===== src/rtl/bsg_vanilla_pkg.sv =====
// rtl/bsg_vanilla_pkg.sv - shared types and constants for the vanilla core network transmit path
package bsg_vanilla_pkg;

    // What the returned-response decoder decided to do with the incoming response
    typedef enum logic [1:0] {
        e_ret_none   = 2'd0,
        e_ret_ifetch = 2'd1,
        e_ret_wb     = 2'd2
    } return_kind_e;

    // Writeback channel indices; more channels may follow these
    localparam int wb_chan_int_gp   = 0;
    localparam int wb_chan_float_gp = 1;

    // clog2 that never returns zero, so a single channel still gets a 1-bit index
    function automatic int safe_clog2(input int n);
        return (n > 1) ? $clog2(n) : 1;
    endfunction

endpackage


===== src/rtl/network_tx_wb_buffer.sv =====
// rtl/network_tx_wb_buffer.sv - small 1r1w FIFO used for writeback channels and the request queue
module network_tx_wb_buffer #(
    parameter int width_p = 37,
    parameter int els_p   = 2
) (
    input  logic               clk_i,
    input  logic               reset_n_i,
    input  logic               enq_i,
    input  logic [width_p-1:0] data_i,
    input  logic               deq_i,
    output logic [width_p-1:0] data_o,
    output logic               full_o,
    output logic               empty_o
);

    localparam int ptr_w_lp = (els_p > 1) ? $clog2(els_p) : 1;
    localparam int cnt_w_lp = $clog2(els_p + 1);

    logic [width_p-1:0]  mem [els_p];
    logic [ptr_w_lp-1:0] rd_ptr;
    logic [ptr_w_lp-1:0] wr_ptr;
    logic [cnt_w_lp-1:0] count;
    logic                do_enq;
    logic                do_deq;

    function automatic logic [ptr_w_lp-1:0] bump(input logic [ptr_w_lp-1:0] p);
        return (p == ptr_w_lp'(els_p - 1)) ? '0 : p + ptr_w_lp'(1);
    endfunction

    assign full_o  = (count == cnt_w_lp'(els_p));
    assign empty_o = (count == '0);
    assign data_o  = mem[rd_ptr];
    // A full buffer may accept a new entry only while its head is leaving
    assign do_deq  = deq_i & ~empty_o;
    assign do_enq  = enq_i & (~full_o | do_deq);

    // Pointer and occupancy bookkeeping
    always_ff @(posedge clk_i) begin
        if (!reset_n_i) begin
            rd_ptr <= '0;
            wr_ptr <= '0;
            count  <= '0;
        end else begin
            if (do_enq) wr_ptr <= bump(wr_ptr);
            if (do_deq) rd_ptr <= bump(rd_ptr);
            if (do_enq && !do_deq)      count <= count + cnt_w_lp'(1);
            else if (do_deq && !do_enq) count <= count - cnt_w_lp'(1);
        end
    end

    // Storage array; contents are don't-care while the buffer is empty
    always_ff @(posedge clk_i) begin
        if (do_enq) mem[wr_ptr] <= data_i;
    end

endmodule


===== src/rtl/network_tx_credit_buffered.sv =====
// rtl/network_tx_credit_buffered.sv - credit-gated request issue with per-channel buffered writeback
module network_tx_credit_buffered
    import bsg_vanilla_pkg::*;
#(
    parameter int packet_width_p    = 128,
    parameter int data_width_p      = 32,
    parameter int reg_id_width_p    = 5,
    parameter int max_out_credits_p = 32,
    parameter int req_fifo_els_p    = 2,
    parameter int num_wb_channels_p = 2,
    parameter int wb_buffer_els_p   = 2,
    localparam int credit_width_lp  = $clog2(max_out_credits_p + 1),
    localparam int chan_width_lp    = safe_clog2(num_wb_channels_p)
) (
    input  logic                                        clk_i,
    input  logic                                        reset_n_i,
    input  logic                                        req_v_i,
    input  logic [packet_width_p-1:0]                   req_packet_i,
    input  logic                                        req_illegal_i,
    output logic                                        req_ready_o,
    output logic                                        invalid_access_o,
    output logic                                        out_v_o,
    output logic [packet_width_p-1:0]                   out_packet_o,
    input  logic                                        out_credit_i,
    input  logic                                        returned_v_i,
    input  logic                                        returned_is_ifetch_i,
    input  logic [chan_width_lp-1:0]                    returned_wb_chan_i,
    input  logic [data_width_p-1:0]                     returned_data_i,
    input  logic [reg_id_width_p-1:0]                   returned_reg_id_i,
    output logic                                        returned_yumi_o,
    output logic                                        ifetch_v_o,
    output logic [data_width_p-1:0]                     ifetch_instr_o,
    output logic [num_wb_channels_p-1:0]                wb_v_o,
    output logic [num_wb_channels_p*data_width_p-1:0]   wb_data_o,
    output logic [num_wb_channels_p*reg_id_width_p-1:0] wb_rd_o,
    output logic [num_wb_channels_p-1:0]                wb_force_o,
    input  logic [num_wb_channels_p-1:0]                wb_yumi_i,
    output logic [credit_width_lp-1:0]                  outstanding_o,
    output logic                                        drained_o
);

    localparam int                   wb_width_lp    = reg_id_width_p + data_width_p;
    localparam logic [credit_width_lp-1:0] max_credits_lp = credit_width_lp'(max_out_credits_p);

    logic [credit_width_lp-1:0]   credits;
    logic                         req_full;
    logic                         req_empty;
    logic                         req_enq;
    logic                         send;
    logic                         chan_ok;
    return_kind_e                 ret_kind;
    logic [num_wb_channels_p-1:0] wb_enq;
    logic [num_wb_channels_p-1:0] wb_full;
    logic [num_wb_channels_p-1:0] wb_empty;

    assign req_ready_o      = ~req_full;
    assign invalid_access_o = req_v_i & req_ready_o & req_illegal_i;
    assign req_enq          = req_v_i & req_ready_o & ~req_illegal_i;
    // The network never backpressures, so any presented packet is sent
    assign out_v_o          = ~req_empty & (credits != '0);
    assign send             = out_v_o;
    assign outstanding_o    = max_credits_lp - credits;
    assign drained_o        = req_empty & (credits == max_credits_lp) & (&wb_empty);
    assign ifetch_instr_o   = returned_data_i;
    // Zero-extend both sides so the compare is exact even when the index field is full width
    assign chan_ok          = {1'b0, returned_wb_chan_i} < (chan_width_lp + 1)'(num_wb_channels_p);

    network_tx_wb_buffer #(
        .width_p(packet_width_p),
        .els_p  (req_fifo_els_p)
    ) u_req_fifo (
        .clk_i    (clk_i),
        .reset_n_i(reset_n_i),
        .enq_i    (req_enq),
        .data_i   (req_packet_i),
        .deq_i    (send),
        .data_o   (out_packet_o),
        .full_o   (req_full),
        .empty_o  (req_empty)
    );

    // Credit counter: send consumes one, a returned credit restores one, overflow saturates
    always_ff @(posedge clk_i) begin
        if (!reset_n_i) begin
            credits <= max_credits_lp;
        end else if (out_credit_i && !send) begin
            if (credits != max_credits_lp) credits <= credits + credit_width_lp'(1);
        end else if (send && !out_credit_i) begin
            credits <= credits - credit_width_lp'(1);
        end
    end

    // Response decode: ifetch passes straight through, writebacks enter their channel buffer
    always_comb begin
        ret_kind        = e_ret_none;
        wb_enq          = '0;
        returned_yumi_o = 1'b0;
        ifetch_v_o      = 1'b0;
        if (returned_v_i) begin
            if (returned_is_ifetch_i) ret_kind = e_ret_ifetch;
            else if (chan_ok)         ret_kind = e_ret_wb;
        end
        case (ret_kind)
            e_ret_ifetch: begin
                ifetch_v_o      = 1'b1;
                returned_yumi_o = 1'b1;
            end
            e_ret_wb: begin
                for (int c = 0; c < num_wb_channels_p; c++) begin
                    if (returned_wb_chan_i == chan_width_lp'(c) && (!wb_full[c] || wb_yumi_i[c])) begin
                        wb_enq[c]       = 1'b1;
                        returned_yumi_o = 1'b1;
                    end
                end
            end
            default: ;
        endcase
    end

    for (genvar c = 0; c < num_wb_channels_p; c++) begin : g_wb
        logic [wb_width_lp-1:0] head;

        network_tx_wb_buffer #(
            .width_p(wb_width_lp),
            .els_p  (wb_buffer_els_p)
        ) u_wb_buf (
            .clk_i    (clk_i),
            .reset_n_i(reset_n_i),
            .enq_i    (wb_enq[c]),
            .data_i   ({returned_reg_id_i, returned_data_i}),
            .deq_i    (wb_yumi_i[c]),
            .data_o   (head),
            .full_o   (wb_full[c]),
            .empty_o  (wb_empty[c])
        );

        assign wb_v_o[c]                                      = ~wb_empty[c];
        assign wb_force_o[c]                                  = wb_full[c];
        assign wb_data_o[c*data_width_p +: data_width_p]      = head[data_width_p-1:0];
        assign wb_rd_o[c*reg_id_width_p +: reg_id_width_p]    = head[wb_width_lp-1:data_width_p];
    end

    // Protocol checks on the network side: no credit beyond the reset pool, no bad channel index
    always_ff @(posedge clk_i) begin
        if (reset_n_i) begin
            assert (!(out_credit_i && !send && credits == max_credits_lp));
            assert (!(returned_v_i && !returned_is_ifetch_i && !chan_ok));
        end
    end

endmodule


===== config.mk =====
export PLATFORM = sky130hd
export DESIGN_NAME = network_tx_credit_buffered
export DESIGN_NICKNAME = d
export VERILOG_FILES = /design/src/rtl/bsg_vanilla_pkg.sv /design/src/rtl/network_tx_wb_buffer.sv /design/src/rtl/network_tx_credit_buffered.sv
export SDC_FILE = /design/constraint.sdc
export NUM_CORES = 1
export LEC_CHECK = 0
export ABC_AREA = 1
export CORE_MARGIN = 5
export CORE_UTILIZATION = 54
export CTS_BUF_LIST = sky130_fd_sc_hd__clkbuf_8
export DETAILED_ROUTE_END_ITERATION = 10
export PLACE_DENSITY = 0.95
export RECOVER_POWER = 100
export SYNTH_ARGS = -nofsm -noshare
export SYNTH_HDL_FRONTEND = slang
export SYNTH_SLANG_ARGS = --single-unit
export TNS_END_PERCENT = 100

===== constraint.sdc =====
create_clock -name clk_i -period 15.9 [get_ports clk_i]
set_clock_uncertainty 0.1 [all_clocks]
set_input_delay 3.975 -clock clk_i [delete_from_list [all_inputs] [get_ports clk_i]]
set_output_delay 3.975 -clock clk_i [all_outputs]
set_load 0.05 [all_outputs]

# Word level (Yosys, flattened, before mapping)
# Memories as Yosys holds them, arrays and structs flattened. A register that Yosys moved wholly into a read port is not among the register bits.
# Cells that the tools add are included.
dict set report totals {
  reg_bits 18
  ram_bits 404
  in_bits 175
  output_inout_bits 250
  mem_count 3
}
dict set report op_classes {
  n_addsub 15
  n_eq_ne 8
  muxes 35
  bitwise 23
  n_reduce_logical 32
}
# name depth width read_ports rd_clocked_by_memory_dff wr line
set memory_table {}
lappend memory_table {u_req_fifo.mem 2 128 1 1 1 network_tx_wb_buffer.sv:19} ;# logic [width_p-1:0] mem [els_p];
lappend memory_table {{g_wb[0].u_wb_buf.mem} 2 37 1 1 1 network_tx_wb_buffer.sv:19}
lappend memory_table {{g_wb[1].u_wb_buf.mem} 2 37 1 1 1 network_tx_wb_buffer.sv:19}
# operator count
set ops {}
lappend ops {{$mux W1} 22}
lappend ops {{$mux W2} 9}
lappend ops {{$mux W6} 3}
lappend ops {{$and A1 B1 Y1} 12}
lappend ops {{$logic_and A1 B1 Y1} 10}
lappend ops {{$logic_not A1 Y1} 10}
lappend ops {{$eq A2 B2 Y1 const B} 4}
lappend ops {{$not A1 Y1} 8}
lappend ops {{$reduce_bool A2 Y1} 4}
lappend ops {{$add A1 B1 Y1 const B} 6}
lappend ops {{$add A2 B1 Y2 const B} 3}
lappend ops {{$add A6 B1 Y6 const B} 1}
lappend ops {{$eq A6 B6 Y1 const B} 1}
lappend ops {{$logic_not A2 Y1} 3}
lappend ops {{$ne A6 B6 Y1 const B} 1}
lappend ops {{$reduce_bool A6 Y1} 1}
lappend ops {{$sub A2 B1 Y2 const B} 3}
lappend ops {{$sub A6 B1 Y6 const B} 1}
lappend ops {{$sub A6 B6 Y6 const A} 1}
lappend ops {{$reduce_and A2 Y1} 2}
lappend ops {{$or A1 B1 Y1} 3}
lappend ops {{$eq A2 B1 Y1 const B} 1}
lappend ops {{$logic_or A1 B1 Y1} 2}
lappend ops {{$ne A2 B1 Y1 const B} 1}
lappend ops {{$pmux W1 S2} 1}

# Logic depth before layout (Yosys ltp)
dict set report logic_depth {
  depth_word 11
  mapped_depth 15
  mapped_depth_nobuf 15
}

# Modules after synthesis
# A second synthesis with hierarchy kept.
dict set report hier_totals {
  hier_cells 876
  hier_area_um2 16573.4
}
# mod n_inst cells_per_inst area_per_inst_um2 seq_area_each_um2
set by_module_without_submodules {}
lappend by_module_without_submodules {{network_tx_wb_buffer at u_req_fifo} 1 437 9552.9 7787.5}
lappend by_module_without_submodules {{network_tx_wb_buffer at g_wb[0].u_wb_buf ...} 2 154 3069.2 2322.2}
lappend by_module_without_submodules {network_tx_credit_buffered 1 131 882.1 120.1}

# Worst setup path after synthesis
# Ideal clock, no wire load.
dict set report synth_path {
  kind {input to register}
  from {in req_v_i}
  to {mem u_req_fifo.mem[1][0] (netlist bit) (enable)}
  setup_time_ns 0.618
  arrival_ns 9.623
  t_required_ns 15.182
  setup_slack_ns 5.558
  path_stages 4
  path_buffers 0
  cell_sequence {nand2_1 -> nor2_1 -> inv_1 -> nor2_1}
}
dict set report synth_between {
  elab_chain_len 5
}
# item line
set synth_rtl {}
lappend synth_rtl {{start: declaration} network_tx_credit_buffered.sv:17} ;# input logic req_v_i,
lappend synth_rtl {{$and A1 B1 Y1 (2 in series)} network_tx_credit_buffered.sv:58} ;# assign req_enq = req_v_i & req_ready_o & ~req_illegal_i;
lappend synth_rtl {{$and A1 B1 Y1} network_tx_wb_buffer.sv:35} ;# assign do_enq = enq_i & (~full_o | do_deq);
lappend synth_rtl {{$mux W1} network_tx_wb_buffer.sv:53} ;# if (do_enq) mem[wr_ptr] <= data_i;
lappend synth_rtl {{$mux W1 (implied by the code)} network_tx_wb_buffer.sv:53}
lappend synth_rtl {{end: declaration} network_tx_wb_buffer.sv:19}
# Every way passes these cells.

==> out/metrics.yaml <==
clock_tree:
  postCtsSetupBuffers: 0
  cts.path.max_buffers: 3
  clk_latency_ns: 0.56
  clk_pin_slew_ns: 0.06
  hold_buffers: 0
  numCtsBuffers: 66
  cts_htree_levels: 3
  cts_root_buffer: "clkbuf_8"
  cts_resized: 0
  cts_tree: "done"
  cts.sinks: 425
yosys:
  yosysMostFrequentCell: "edfxtp_1"
  postSynthNetCount: 1024
  synth_area_leaders: "edfxtp_1 76%, mux2_2 14%, dfxtp_1 2.6%"
  synth.avg_cell_area_um2: 19.1
  synth_area_um2: 16000
  synthDistinctLibCells: 28
  synth_edf_count: 404
  syn_inst: 840
  seq_area_frac_synth_pct: 78.3
  yosys_warnings: 0
  yosys-top-cells-count: "404 x edfxtp_1, 202 x mux2_2, 35 x buf_4"
  yosys.area.top_type_share_pct: 75.7
  async_flop_share_pct: 0
  synthFlopType: "edfxtp_1"
  synth_top_area_cell: "edfxtp_1"
  ys_ff_latch: 425
pwr:
  ir_drop_mv: 0.147
  finalPower_w: 0.00332
  cellPowerDensity_nw_per_um2: 153
  power.leakage_nw: 7.52
floorplan:
  core_um2: 29500
  core.rowCount: 63
  initial_utilization_pct: 54.4
  design.portCount: 425
  die_y_um: 182
  die_w_um: 182
  fp.dieArea_um2: 33200
sta:
  max-slew-margin-rel_pct: -208
  fin_crit_ns: 11.30
  final_hold_viol_count: 0
  fin_setup_tns_ns: 0
  setup_viol: 0
  drv_slew: 623
  fmax_mhz: 88.5
  worst_pin_slew_ns: 4.61
  grt_setup_unrepaired: "no"
  timing.final.crit_share_pct: 71.0
global_routing:
  antenna_found_initial: 7
  track_usage_pct: 23.8
  grt_max_degree: 81
  grt_pass1_vias: 9865
  grt.overflow.total: 0
  grt_pass1_wl_um: 60100
detailed_routing:
  drt_first_iter_violations: 595
  route.detailed.drc: 0
  viasPerCell: 5.33
  drt_wl_total_um: 40100
  ant_nets: 0
  num_vias: 9218
  drtPass1Iterations: 5
  wire_per_inst_um: 23.2
finish:
  instances_no_fill: 1728
  fin_nets: 1467
  syn_to_final_growth_pct: 35.1
  drive_gt1_share_pct: 20.4
worst_setup_path:
  endpoint_kind: "output port"
  arrival_ns: 7.22
  cp_max_fo: 68
  critPathRequiredTime_ns: 11.82
  worstSetupStartpointType: "flip-flop"
  crit_type: "reg2out"
placed_design:
  numPortBuffers: 424
  gp_congestion: 0.829
  numPlacedInstances: 1605
  dp_hpwl_um: 27200
worst_hold_path:
  hp-class: "reg2reg"
status:
  outcome: "finished, violations left"
  violations: "capacitance limit, slew limit"
flow_run:
  maxCapViolations: 12
[final timing paths]
| check | startpoint | to | slack (ns) | depth (start not counted) |
|---|---|---|---|---|
| max | flip-flop | out_packet_o[31] | 4.60 | 3 |
| min | g_wb[1].u_wb_buf.rd_ptr | g_wb[1].u_wb_buf.rd_ptr | 0.36 | 1 |
| min reg2reg | g_wb[1].u_wb_buf.rd_ptr | g_wb[1].u_wb_buf.rd_ptr | 0.36 | 1 |
| max reg2reg | u_req_fifo.count[0] | u_req_fifo.mem[0][109] | 8.73 | 8 |
[registers in the layout, indices dropped and copies added (netlist names), named ones only]
| register | count |
|---|---|
| credits | 6 |
| g_wb.u_wb_buf.count | 4 |
| g_wb.u_wb_buf.mem | 148 |
| g_wb.u_wb_buf.rd_ptr | 2 |
| g_wb.u_wb_buf.wr_ptr | 2 |
| u_req_fifo.count | 2 |
| u_req_fifo.mem | 256 |
| u_req_fifo.rd_ptr | 1 |
| u_req_fifo.wr_ptr | 1 |
[final cells by class]
| type | count | area, um2 |
|---|---|---|
| inverters | 28 | 105 |
| clock buffers | 69 | 950 |
| well taps | 390 | 488 |
| diodes | 8 | 20.0 |
| multi-input cells | 328 | 3030 |
| repair buffers | 434 | 4280 |
| fillers | 1650 | 7830 |
| flip-flops and latches | 425 | 12600 |
| clock inverters | 46 | 231 |
[cells by family after synthesis]
logic type	synth area share (%)
multiplexers	14.2
flip-flops	78.3
XOR/XNOR	0.383
buffers and inverters	3.09
AND/OR/NAND/NOR	1.80
AO/OA/AOI/OAI	1.47
adder cells (fa/ha/maj)	0.749
[where the power goes]
| part | leakage (nW) | switching [W] | internal [W] |
|---|---|---|---|
| combinational | 2.96 | 0.000751 | 0.000383 |
| sequential | 3.86 | 0.0000565 | 0.00131 |
| clock | 0.695 | 0.000400 | 0.000420 |
[placed cells by master (no fill, tap or decap), types with 9 or more instances in the layout]
master / synthesis / layout
nand2_1: 23 / 23
edfxtp_1: 404 / 404
a21oi_1: 26 / 26
clkinv_1: 0 / 9
o21ai_0: 18 / 18
clkdlybuf4s50_1: 0 / 35
mux2_1: 0 / 26
inv_1: 27 / 54
nor2_1: 22 / 16
dfxtp_1: 21 / 21
dlygate4sd3_1: 0 / 389
clkbuf_8: 0 / 69
clkbuf_1: 1 / 10
mux2_2: 202 / 176
[routing by layer]
layer	vias to the layer above	GRT usage [%]	part of all wire, %
met5	-	0	0.067
met2	416	44.1	55
met4	4	7.27	3.0
met3	91	6.14	7.2
met1	4621	26.9	35
li1	4086	-	-
[worst max-delay path: stages (launching register included)]
cell and delay [ns]:
dfxtp_1 2.26, clkbuf_1 2.81, mux2_2 0.56, dlygate4sd3_1 0.96
[stage by stage]
step,setup slack (ns),instance area (um2),util (%),hold WS (ns)
3_5_place_dp,5.93,20500,69.5,0.334
5_1_grt,4.05,21600,73.4,0.373
2_1_floorplan,5.56,16000,-,0.325
3_3_place_gp,6.00,20500,69.5,0.328
4_1_cts,5.93,21700,73.5,0.352
6_report,4.60,21700,73.4,0.361
Note: power is estimated with default switching activity, not from simulation.
